**src/rtl/phy_tx.sv**
```systemverilog
// phy_tx: USB 2.0 full-speed transmit PHY.
// Takes bytes from the SIE and drives the bus in this order: SYNC, then NRZI-encoded,
// bit-stuffed data sent LSB first, then EOP (SE0, SE0, J).
//
// Ports:
//   clk_i       clock, 12 MHz * BIT_SAMPLES
//   rst_i       asynchronous, active-high reset
//   tx_valid_i  SIE has a byte on tx_data_i; low at a byte-load point ends the packet
//   tx_data_i   byte to send, LSB first
//   tx_ready_o  one-clock pulse when tx_data_i has been consumed
//   tx_en_o     bus driver enable, high from the first SYNC bit to the end of the EOP J
//   dp_tx_o     dp line level
//   dn_tx_o     dn line level
module phy_tx #(
  parameter int unsigned BIT_SAMPLES = 4
) (
  input  logic       clk_i,
  input  logic       rst_i,
  input  logic       tx_valid_i,
  input  logic [7:0] tx_data_i,
  output logic       tx_ready_o,
  output logic       tx_en_o,
  output logic       dp_tx_o,
  output logic       dn_tx_o
);

  localparam int unsigned CW = (BIT_SAMPLES > 1) ? $clog2(BIT_SAMPLES) : 1;
  localparam logic [CW-1:0] CNT_MAX = CW'(BIT_SAMPLES - 1);

  typedef enum logic [1:0] {
    IDLE,
    SYNC,
    DATA,
    EOP
  } state_t;

  state_t        state;
  logic [CW-1:0] clk_cnt;
  // SYNC: symbol index; DATA: data bits still to send; EOP: symbol index.
  logic [3:0]    bit_cnt;
  logic [2:0]    ones;
  logic [7:0]    shreg;
  logic          bit_end;
  logic          cur_bit;

  assign bit_end = (clk_cnt == CNT_MAX);

  // Next data bit: the shifter mid-byte, otherwise bit 0 of the byte being loaded.
  always_comb begin
    cur_bit = tx_data_i[0];
    if (state == DATA && bit_cnt != '0) begin
      cur_bit = shreg[0];
    end
  end

  always_ff @(posedge clk_i or posedge rst_i) begin
    if (rst_i) begin
      state      <= IDLE;
      clk_cnt    <= '0;
      bit_cnt    <= '0;
      ones       <= '0;
      shreg      <= '0;
      tx_ready_o <= 1'b0;
      tx_en_o    <= 1'b0;
      dp_tx_o    <= 1'b1;
      dn_tx_o    <= 1'b0;
    end else begin
      tx_ready_o <= 1'b0;

      if (state == IDLE || bit_end) begin
        clk_cnt <= '0;
      end else begin
        clk_cnt <= clk_cnt + 1'b1;
      end

      case (state)
        IDLE: begin
          if (tx_valid_i) begin
            state   <= SYNC;
            bit_cnt <= '0;
            // The final SYNC K counts as the first one for stuffing purposes.
            ones    <= 3'd1;
            tx_en_o <= 1'b1;
            dp_tx_o <= 1'b0;
            dn_tx_o <= 1'b1;
          end
        end

        SYNC, DATA: begin
          if (bit_end) begin
            if (state == SYNC && bit_cnt != 4'd7) begin
              // KJKJKJKK: every symbol toggles except the last, which holds.
              bit_cnt <= bit_cnt + 4'd1;
              if (bit_cnt != 4'd6) begin
                dp_tx_o <= ~dp_tx_o;
                dn_tx_o <= ~dn_tx_o;
              end
            end else if (state == DATA && ones == 3'd6) begin
              // Stuffed zero; the shifter holds, and a stuff owed after bit 7
              // is sent here before the byte-load decision below.
              ones    <= '0;
              dp_tx_o <= ~dp_tx_o;
              dn_tx_o <= ~dn_tx_o;
            end else if ((state == DATA && bit_cnt != '0) || tx_valid_i) begin
              if (state == DATA && bit_cnt != '0) begin
                shreg   <= {1'b0, shreg[7:1]};
                bit_cnt <= bit_cnt - 4'd1;
              end else begin
                shreg      <= {1'b0, tx_data_i[7:1]};
                bit_cnt    <= 4'd7;
                tx_ready_o <= 1'b1;
                state      <= DATA;
              end
              if (cur_bit) begin
                ones <= ones + 3'd1;
              end else begin
                ones    <= '0;
                dp_tx_o <= ~dp_tx_o;
                dn_tx_o <= ~dn_tx_o;
              end
            end else begin
              state   <= EOP;
              bit_cnt <= '0;
              dp_tx_o <= 1'b0;
              dn_tx_o <= 1'b0;
            end
          end
        end

        EOP: begin
          if (bit_end) begin
            case (bit_cnt)
              4'd0: bit_cnt <= 4'd1;
              4'd1: begin
                bit_cnt <= 4'd2;
                dp_tx_o <= 1'b1;
                dn_tx_o <= 1'b0;
              end
              default: begin
                bit_cnt <= '0;
                tx_en_o <= 1'b0;
                state   <= IDLE;
              end
            endcase
          end
        end

        default: state <= IDLE;
      endcase
    end
  end

endmodule

```
**config.mk**
```make
export PLATFORM = sky130hd
export DESIGN_NAME = phy_tx
export DESIGN_NICKNAME = d
export VERILOG_FILES = /design/src/rtl/phy_tx.sv
export SDC_FILE = /design/constraint.sdc
export NUM_CORES = 1
export LEC_CHECK = 0
export CAP_MARGIN = 20
export CORE_UTILIZATION = 40
export DETAILED_ROUTE_END_ITERATION = 16
export SYNTH_ARGS = -nofsm -noshare
export SYNTH_HDL_FRONTEND = slang
export SYNTH_SLANG_ARGS = --single-unit
```
**constraint.sdc**
```tcl
create_clock -name clk_i -period 5.39 [get_ports clk_i]
set_input_delay 1.078 -clock clk_i [delete_from_list [all_inputs] [get_ports clk_i]]
set_output_delay 1.078 -clock clk_i [all_outputs]
set_load 0.02 [all_outputs]
```
# Word-level counts from Yosys, hierarchy flattened

Index checks and enable logic that the tools add are counted.

Bits in registers: 23

Add/subtract/negate cells: 4
Equal/unequal tests: 20
Muxes and demuxes: 57
Bitwise logic cells: 4
Reductions and logical operators: 18

Operator list:

| operator                                             | number |
|---|---|
| 2-to-1 mux 4 bit                                     | 7 |
| 2-to-1 mux 1 bit                                     | 27 |
| 2-to-1 mux 2 bit                                     | 9 |
| 2-to-1 mux 3 bit                                     | 6 |
| != test 2 bit (second input constant)                | 7 |
| != test 3 bit (second input constant)                | 4 |
| one-hot mux 4 bit (3 select lines)                   | 1 |
| AND reduction 5 bit                                  | 2 |
| != test 4 x 3 -> 1 bit (second input constant)       | 2 |
| AND reduction 4 bit                                  | 2 |
| 2-to-1 mux 7 bit                                     | 1 |
| AND reduction 7 bit                                  | 1 |
| equality test 2 bit (second input constant)          | 3 |
| one-hot mux 1 bit (3 select lines)                   | 2 |
| one-hot mux 2 bit (3 select lines)                   | 1 |
| one-hot mux 3 bit (2 select lines)                   | 1 |
| AND reduction 6 bit                                  | 1 |
| != test 5 bit (second input constant)                | 1 |
| adder 4 x 1 -> 4 bit (second input constant)         | 1 |
| equality test 4 x 1 -> 1 bit (second input constant) | 1 |
| logical NOT 4 bit                                    | 1 |
| inverter 1 bit                                       | 4 |
| one-hot mux 2 bit (2 select lines)                   | 1 |
| nonzero test 2 bit                                   | 2 |
| other kinds (11)                                     | 15 |

# Longest topological paths before layout

Gate-level depths: netlist of run 1.

Word-level depth: 9
Depth in mapped cells: 8

# Least setup slack after synthesis of run 1

OpenSTA, ideal clock, no wires.

Path type: reg2reg
From: register bit_cnt[0]
To: register dn_tx_o
Setup time: 0.125 ns
Data arrival time: 2.092 ns
Required time: 5.265 ns
Path slack: 3.173 ns
Stages on the path, launching flop included: 8
Path through: dfrtp_1 -> inv_1 -> ha_1 -> or3b_4 -> and3_2 -> o211ai_2 -> o311a_4 -> mux2_4

Word-level cells in the longest chain between the ends: 8
Elaborated cells on any way between the ends: 17
Those cells by class: 6 x eq/ne; 6 x mux; 5 x reduce/logical

Ends and longest elaborated chain:

| element                            | line    | RTL |
|---|---|---|
| from (decl)                        | 40      | `logic [3:0] bit_cnt;` |
| from (signal assigned)             | 93      | `bit_cnt <= bit_cnt + 4'd1;` |
| from (signal assigned)             | 107     | `bit_cnt <= bit_cnt - 4'd1;` |
| nonzero test 4 bit                 | 51, 104 |  |
| logical AND 1 bit                  | 51, 104 |  |
| logical OR 1 bit                   | 104     | `end else if ((state == DATA && bit_cnt != '0) \|\| tx_valid_i) begin` |
| 2-to-1 mux 1 bit                   | 104     |  |
| 2-to-1 mux 1 bit                   | 98      | `end else if (state == DATA && ones == 3'd6) begin` |
| 2-to-1 mux 1 bit                   | 91      | `if (state == SYNC && bit_cnt != 4'd7) begin` |
| 2-to-1 mux 1 bit                   | 90      | `if (bit_end) begin` |
| one-hot mux 1 bit (3 select lines) | 76      | `case (state)` |
| to (signal assigned)               | 96      | `dn_tx_o <= ~dn_tx_o;` |
| to (signal assigned)               | 103     | `dn_tx_o <= ~dn_tx_o;` |
| to (signal assigned)               | 119     | `dn_tx_o <= ~dn_tx_o;` |
| to (decl)                          | 24      | `output logic dn_tx_o` |

Several ways; a longest one is shown, not always the timed one. The select of a mux whose other input is x is not followed.
A chain may end at the register's enable or synchronous reset.

# Final worst setup path of run 1

From: register bit_cnt[0]
To: register ones[0]

Word-level cells in the longest chain between the ends: 9
Elaborated cells on any way between the ends: 15
Those cells by class: 3 x eq/ne; 7 x mux; 5 x reduce/logical

Ends and longest elaborated chain:

| element                            | line    | RTL |
|---|---|---|
| nonzero test 4 bit                 | 51, 104 |  |
| logical AND 1 bit                  | 51, 104 |  |
| 2-to-1 mux 1 bit                   | 51      | `if (state == DATA && bit_cnt != '0) begin` |
| 2-to-1 mux 3 bit                   | 114     | `if (cur_bit) begin` |
| 2-to-1 mux 3 bit                   | 104     |  |
| 2-to-1 mux 3 bit                   | 98      |  |
| 2-to-1 mux 3 bit                   | 91      |  |
| 2-to-1 mux 3 bit                   | 90      |  |
| one-hot mux 3 bit (2 select lines) | 76      |  |
| to (signal assigned)               | 115     | `ones <= ones + 3'd1;` |
| to (decl)                          | 41      | `logic [2:0] ones;` |

Several ways; a longest one is shown, not always the timed one. The select of a mux whose other input is x is not followed.

==> key figures, run 1 <==
Outcome
  – Status: finished, final reports clean

Final layout
  – Area grow syn2layout: 15.68%
  – Ant. Diodes: 0
  – Share of layout cells above drive strength 1: 10.86%
  – Reg area: 551.8 sq um
  – # fillers: 345
  – Multi-input gate area: 863.3 sq um
  – Final Cell Area: 1744 sq um
  – Final nets: 198

Power
  – PwrDens: 609.4 nW/um^2
  – Leakage: 0.7698 nW
  – VDD IR max: 270.6 uV

Synth
  – Post-synth EDFFs: 0
  – Synthesized flop and latch total: 22
  – Largest family of logic cells by synthesized area: compound AO/OA/AOI/OAI gates
  – Multiplexer share of the synthesized area: 7.137%
  – Area leader, netlist: dfrtp_1
  – Adder-cell area share of the yosys netlist: 9.129%
  – Mean Syn Cell Area: 9.307 sq um
  – Netlist cell types: 48
  – Commonest cells post-synth: 21 x dfrtp_1, 14 x inv_1, 14 x nor2_1
  – Syn nets: 184
  – Top_reg_cell synth: dfrtp_1
  – Post-synthesis cell area: 1508 sq um
  – Simple-gate portion of the synthesized area: 15.10%
  – Asr flop ratio synth: 100.0%
  – Largest cells by area after synthesis: dfrtp_1 35%, ha_1 9.1%, mux2i_1 4.6%
  – Synth top area share: 34.85%
  – Post-synthesis compound-gate area fraction: 25.89%
  – Gate count of the mapped netlist: 162
  – Xor/xnor share of the synthesized area: 0%
  – YS warnings: 0
  – Post-synthesis sequential area ratio: 36.60%
  – Top-count cell post-synth: dfrtp_1

Global route
  – Global-route wire length before repair: 6044 um
  – Largest net degree at the start of global routing: 23
  – GRT Util Overall: 19.20%
  – GRT Residual Overflow: 0
  – Number of global-route vias before repair: 1,262
  – Initial antenna violation count: 0

Run
  – Max-Cap Viols: 0

Die
  – # IOs: 15
  – Chip Height: 63.40 um
  – Total die area: 4019 sq um
  – Core box area: 3468 sq um
  – FP Rows: 21
  – Starting Density: 43.47%
  – Die Width: 63.40 um

Placed design
  – IO buf count: 14
  – Post-DP HPWL: 2510 um
  – DP Area: 1665 sq um
  – Gpl congestion: 0.9127

Clock network
  – Root buf cell: clkbuf_8
  – Worst-Skew Late Latency: 270 ps
  – H-tree Lvls: 1
  – CTS Buf Count: 3
  – # clock sinks: 22
  – CTS Hold Bufs: 0
  – Clk pin slew, worst setup/hold paths: 90 ps
  – CTS tree: built
  – Max Buffers Root-to-Sink: 2
  – Resized Gates After CTS: 0
  – Post-CTS setup buffer count: 0

Timing
  – Max Fclk: 373.0 MHz
  – Final Max Slew Viols: 0
  – # setup viols final: 0
  – Final worst path period need: 2681 ps
  – Setup Total Neg Slack: 0 ps
  – Clock skew: 3.308 ps
  – Least-Margin Pin Slew: 829.9 ps
  – Relative slew slack: 43.80%
  – Hold Fails Final Rpt: 0
  – RSZ-0062 raised after global routing: false
  – Fin crit share: 49.74%

Detailed routing
  – DRC: 0
  – Via/cell ratio: 5.647
  – DRT antenna net count: 0
  – Routed WL: 3390 um
  – Drt wl/cell: 15.34 um
  – Vias: 1,248
  – Initial drt markers: 85
  – DRT Pass-1 Iters: 4

Worst setup path
  – Worst endpoint required time: 5550 ps
  – CP endpoint kind: flop
  – RR Startpoint: bit_cnt[0]
  – WS Path Type: flop to flop
  – Worst setup SP type: flop
  – Critical Path AT: 2840 ps
  – RR Endpoint: ones[0]
  – Flop2flop setup slack: 2710 ps
  – R2R depth: 7
  – Critical path peak fanout: 15

Min path
  – Hold path depth: 1
  – Worst hold start: clk_cnt[0]
  – Worst min path class: flop to flop
  – Hold EP: clk_cnt[0]
==> metal layers <==
| layer | global-route usage [%] | share of wire, % | up-vias |
|---|---|---|---|
| met5 | 0 | 0 | - |
| li1 | - | - | 624 |
| met4 | 6.818 | 1.3 | 0 |
| met2 | 32.31 | 48 | 22 |
| met1 | 25.06 | 47 | 597 |
| met3 | 2.355 | 3.0 | 5 |
==> worst max-delay path, cell delays in order, from the launching register on <==
cell and delay, ps:
dfrtp_1 450, inv_1 150, ha_1 270, or3b_4 440, nand2_1 490, a221oi_1 230, nand2_1 190, mux2_2 350
==> where the power goes <==
| group | internal (mW) | switching [mW] | total [mW] |
|---|---|---|---|
| Sequential | 0.237 | 0.0586 | 0.296 |
| Combinational | 0.260 | 0.348 | 0.608 |
| Clock | 0.0993 | 0.0594 | 0.159 |
==> layout make-up <==
| type | count | share of cell area, % |
|---|---|---|
| multi-input combinational | 120 | 49.50 |
| sequential | 22 | 31.64 |
| timing repair buffer | 15 | 8.465 |
| tap | 46 | 3.300 |
| inverter | 14 | 3.013 |
| clock buffer | 3 | 2.367 |
| clock inverter | 1 | 1.722 |
==> state kept, by name, summed over array words and instances, names as in the netlist <==
register    count
state           2
clk_cnt         2
dp_tx_o         1
bit_cnt         4
tx_en_o         1
dn_tx_o         1
shreg           7
ones            3
tx_ready_o      1
==> placed cells by master (no fill, tap or decap), drive strengths merged, types with 2 or more instances in the layout <==
cell type / synthesis / routed
o211ai: 4 / 4
and3: 3 / 3
o31ai: 3 / 3
nand2: 10 / 10
a32o: 2 / 2
inv: 14 / 14
nor4: 2 / 2
dfrtp: 21 / 21
a22o: 2 / 2
nand3: 5 / 5
and2b: 3 / 3
a221oi: 2 / 2
o21ai: 11 / 11
ha: 11 / 11
a211oi: 3 / 3
mux2i: 7 / 7
or3b: 2 / 2
clkdlybuf4s50: 0 / 14
nor3: 2 / 2
a21oi: 14 / 14
a31oi: 2 / 2
clkbuf: 1 / 4
nor2: 14 / 14
mux2: 3 / 3
nand4: 2 / 2
a21o: 2 / 2
==> how the worst max path moves through the flow <==
| stage | startpoint | end | slack [ps] | cells past startpoint |
|---|---|---|---|---|
| CTS | tx_valid_i | shreg[6] | 2650 | 5 |
| global placement | tx_valid_i | shreg[6] | 2450 | 5 |
| detailed placement | tx_valid_i | shreg[2] | 2370 | 4 |
| global route | bit_cnt[0] | ones[0] | 2490 | 7 |
| floorplan | bit_cnt[0] | dn_tx_o | 3170 | 7 |
| finish | bit_cnt[0] | ones[0] | 2710 | 7 |
==> through the flow <==
stage / worst slack [ps] / hold WS (ps) / std cells / power, mW / util, %
global placement: 2446 / 422.8 / 216 / 0.8917 / 48.02
finish: 2709 / 446.0 / 221 / 1.063 / 50.29
CTS: 2653 / 440.6 / 220 / 1.064 / 50.07
floorplan: 3173 / 408.5 / 162 / 0.7678 / -
global route: 2489 / 477.8 / 221 / 1.159 / 50.29
detailed placement: 2366 / 430.8 / 216 / 0.9006 / 48.02
==> cell families after synthesis <==
group | after synthesis
AND/OR/NAND/NOR | 44
adder cells (fa/ha/maj) | 11
buffers and inverters | 20
AO/OA/AOI/OAI | 55
flip-flops | 22
multiplexers | 10
(Power assumes the default switching activity.)
==> run 2, diff against run 1 <==
==> constraint.sdc (replaced) <==
create_clock -name clk_i -period 2.6 [get_ports clk_i]
set_input_delay 0.52 -clock clk_i [delete_from_list [all_inputs] [get_ports clk_i]]
set_output_delay 0.52 -clock clk_i [all_outputs]
set_load 0.02 [all_outputs]
==> run 2 against run 1 <==
  * Critical endpoint is now dn_tx_o
  * Largest power group unchanged
  * Highest routed layer unchanged
  * Worst setup slack worse by 2600 ps
  * Combinational power up 130%
  * Maximum frequency up 9.7%
  * Critical path type unchanged
==> key figures, run 2 (same netlist as run 1, synthesis figures left out) <==
Final layout
  – Commonest cells after routing, fill and taps aside: 21 x dfrtp_1, 14 x nor2_1, 14 x inv_1, 14 x clkdlybuf4s50_1, 13 x a21oi_1
  – Share of layout cells above drive strength 1: 14.29% (+3.4 points)
  – Biggest regs: shreg x7, bit_cnt x4, ones x3
  – Final Cell Area: 1797 sq um (+3.0%)
  – Area grow syn2layout: 19.17%
  – Ant. Diodes: 0 (unchanged)
  – Max reg flops: 7 (unchanged)
  – Reg with most FFs: shreg
  – Final nets: 205 (+3.5%)
  – Commonest non-fill, non-tap cell in the layout: dfrtp_1

Detailed routing
  – DRT antenna net count: 0 (unchanged)
  – Via/cell ratio: 5.781 (+2.4%)
  – Routed WL: 3520 um (+3.8%)
  – DRT Pass-1 Iters: 4 (unchanged)
  – Drt wl/cell: 15.44 um (+0.65%)
  – Initial drt markers: 73 (-14%)
  – Vias: 1,318 (+5.6%)
  – DRC: 0 (unchanged)

Timing
  – Max Fclk: 409.1 MHz (+9.7%)
  – RSZ-0062 raised after global routing: false
  – Least-Margin Pin Slew: 703.3 ps (-126.6 ps)
  – # setup viols final: 0 (unchanged)
  – Setup Total Neg Slack: 0 ps (unchanged)
  – Fin crit share: 94.01% (+44 points)
  – Final worst path period need: 2444 ps (-236.7 ps)
  – Final Max Slew Viols: 0 (unchanged)
  – Relative slew slack: 53.11% (+9.3 points)
  – Hold Fails Final Rpt: 0 (unchanged)
  – Clock skew: 1.038 ps (-2.270 ps)

Worst setup path
  – WS Path Type: flop to flop
  – CP endpoint kind: flop
  – Worst endpoint required time: 2750 ps (-2800 ps)
  – Critical Path AT: 2600 ps (-240 ps)
  – Flop2flop setup slack: 160 ps (-2550 ps)
  – Worst setup SP type: flop
  – Critical path peak fanout: 6 (-9)

Clock network
  – Clk pin slew, worst setup/hold paths: 80 ps (about the same)
  – Max Buffers Root-to-Sink: 2 (unchanged)
  – Worst-Skew Late Latency: 260 ps (about the same)
  – CTS tree: built
  – Root buf cell: clkbuf_8
  – CTS Buf Count: 3 (unchanged)
  – Resized Gates After CTS: 0 (unchanged)
  – CTS Hold Bufs: 0 (unchanged)
  – # clock sinks: 22 (unchanged)
  – H-tree Lvls: 1 (unchanged)
  – Post-CTS setup buffer count: 0 (unchanged)

Die
  – FP Rows: 21 (unchanged)
  – Total die area: 4019 sq um (unchanged)
  – Core box area: 3468 sq um (unchanged)
  – # IOs: 15 (unchanged)
  – Starting Density: 43.47% (unchanged)
  – Chip Height: 63.40 um (unchanged)
  – Die Width: 63.40 um (unchanged)

Global route
  – Met3 Usage GRT: 3.804% (+1.4 points)
  – Most Crowded Layer GR: met2
  – Initial antenna violation count: 0 (unchanged)
  – GRT Util Overall: 19.04% (-0.16 points)
  – Routing usage on met2: 32.18% (-0.13 points)
  – Met1 Resource Use GR: 23.26% (-1.8 points)
  – Number of global-route vias before repair: 1,344 (+6.5%)
  – Global-route wire length before repair: 6065 um (+0.35%)
  – GRT Residual Overflow: 0 (unchanged)
  – Largest net degree at the start of global routing: 15 (-35%)

Power
  – Clock power frac: 13.9% (-1.0 points)
  – Power share of the sequential group: 26.3% (-1.6 points)
  – Leakage: 0.8032 nW (+4.3%)
  – NetSw: 0.9985 mW (+110%)
  – Internal Pwr Total: 1.308 mW (+120%)
  – Sw frac: 43.30% (-0.53 points)
  – VDD IR max: 515.6 uV (+91%)
  – PwrDens: 1283 nW/um^2 (+110%)
  – Power share of the combinational group: 59.8% (+2.6 points)

Run
  – Max-Cap Viols: 0 (unchanged)

Placed design
  – Gpl congestion: 0.9489 (+4.0%)
  – Post-DP HPWL: 2662 um (+6.0%)
  – IO buf count: 14 (unchanged)
  – DP Area: 1718 sq um (+3.2%)

Min path
  – Worst min path class: flop to flop

Outcome
  – Status: finished, final reports clean
==> run 2: stage by stage <==
step | hold slack [ps] | power, mW | instances | utilization, % | worst slack, ps
after floorplan | 408.5 | 1.592 | 162 | - | 382.6
after global placement | 421.0 | 1.931 | 223 | 49.53 | 131.7
after detailed placement | 429.9 | 1.958 | 223 | 49.53 | 72.52
after CTS | 443.9 | 2.295 | 227 | 51.59 | 57.35
after global routing | 473.7 | 2.498 | 228 | 51.80 | 65.09
final | 445.0 | 2.306 | 228 | 51.80 | 155.7
==> run 2: critical path: stages, from the launching register on <==
cell and delay (ps):
dfrtp_1 450, inv_1 160, ha_1 270, or3b_4 440, and3_2 240, o211ai_2 240, o311a_4 240, mux2_4 300
==> run 2: routing by layer <==
metal / up-vias / part of all wire, %
met5: - / 0
met4: 0 / 2.5
met3: 10 / 4.2
met2: 43 / 49
met1: 628 / 44
li1: 637 / -
==> run 2: power by group through the flow <==
stage          sequential [mW]  clock (mW)  combinational (mW)
2_1_floorplan            0.594           0               0.998
3_3_place_gp             0.604           0                1.33
3_5_place_dp             0.609           0                1.35
4_1_cts                  0.602       0.329                1.36
5_1_grt                  0.623       0.344                1.53
6_report                 0.606       0.322                1.38
==> run 2: final cells by class <==
| class | count | area, sq um |
|---|---|---|
| fill | 334 | 1672 |
| multi-input combinational | 120 | 863.3 |
| sequential | 22 | 551.8 |
| timing repair buffer | 22 | 200.2 |
| tap | 46 | 57.56 |
| inverter | 14 | 52.55 |
| clock buffer | 3 | 41.29 |
| clock inverter | 1 | 30.03 |
==> run 2: path summary, 6_finish.rpt <==
kind / end / startpoint / cells past startpoint
min in group asynchronous: tx_ready_o / rst_i / 2
min: clk_cnt[0] / clk_cnt[0] / 1
max: dn_tx_o / bit_cnt[0] / 7
max reg2reg: dn_tx_o / bit_cnt[0] / 7
max in group asynchronous: dp_tx_o / rst_i / 3
min reg2reg: clk_cnt[0] / clk_cnt[0] / 1
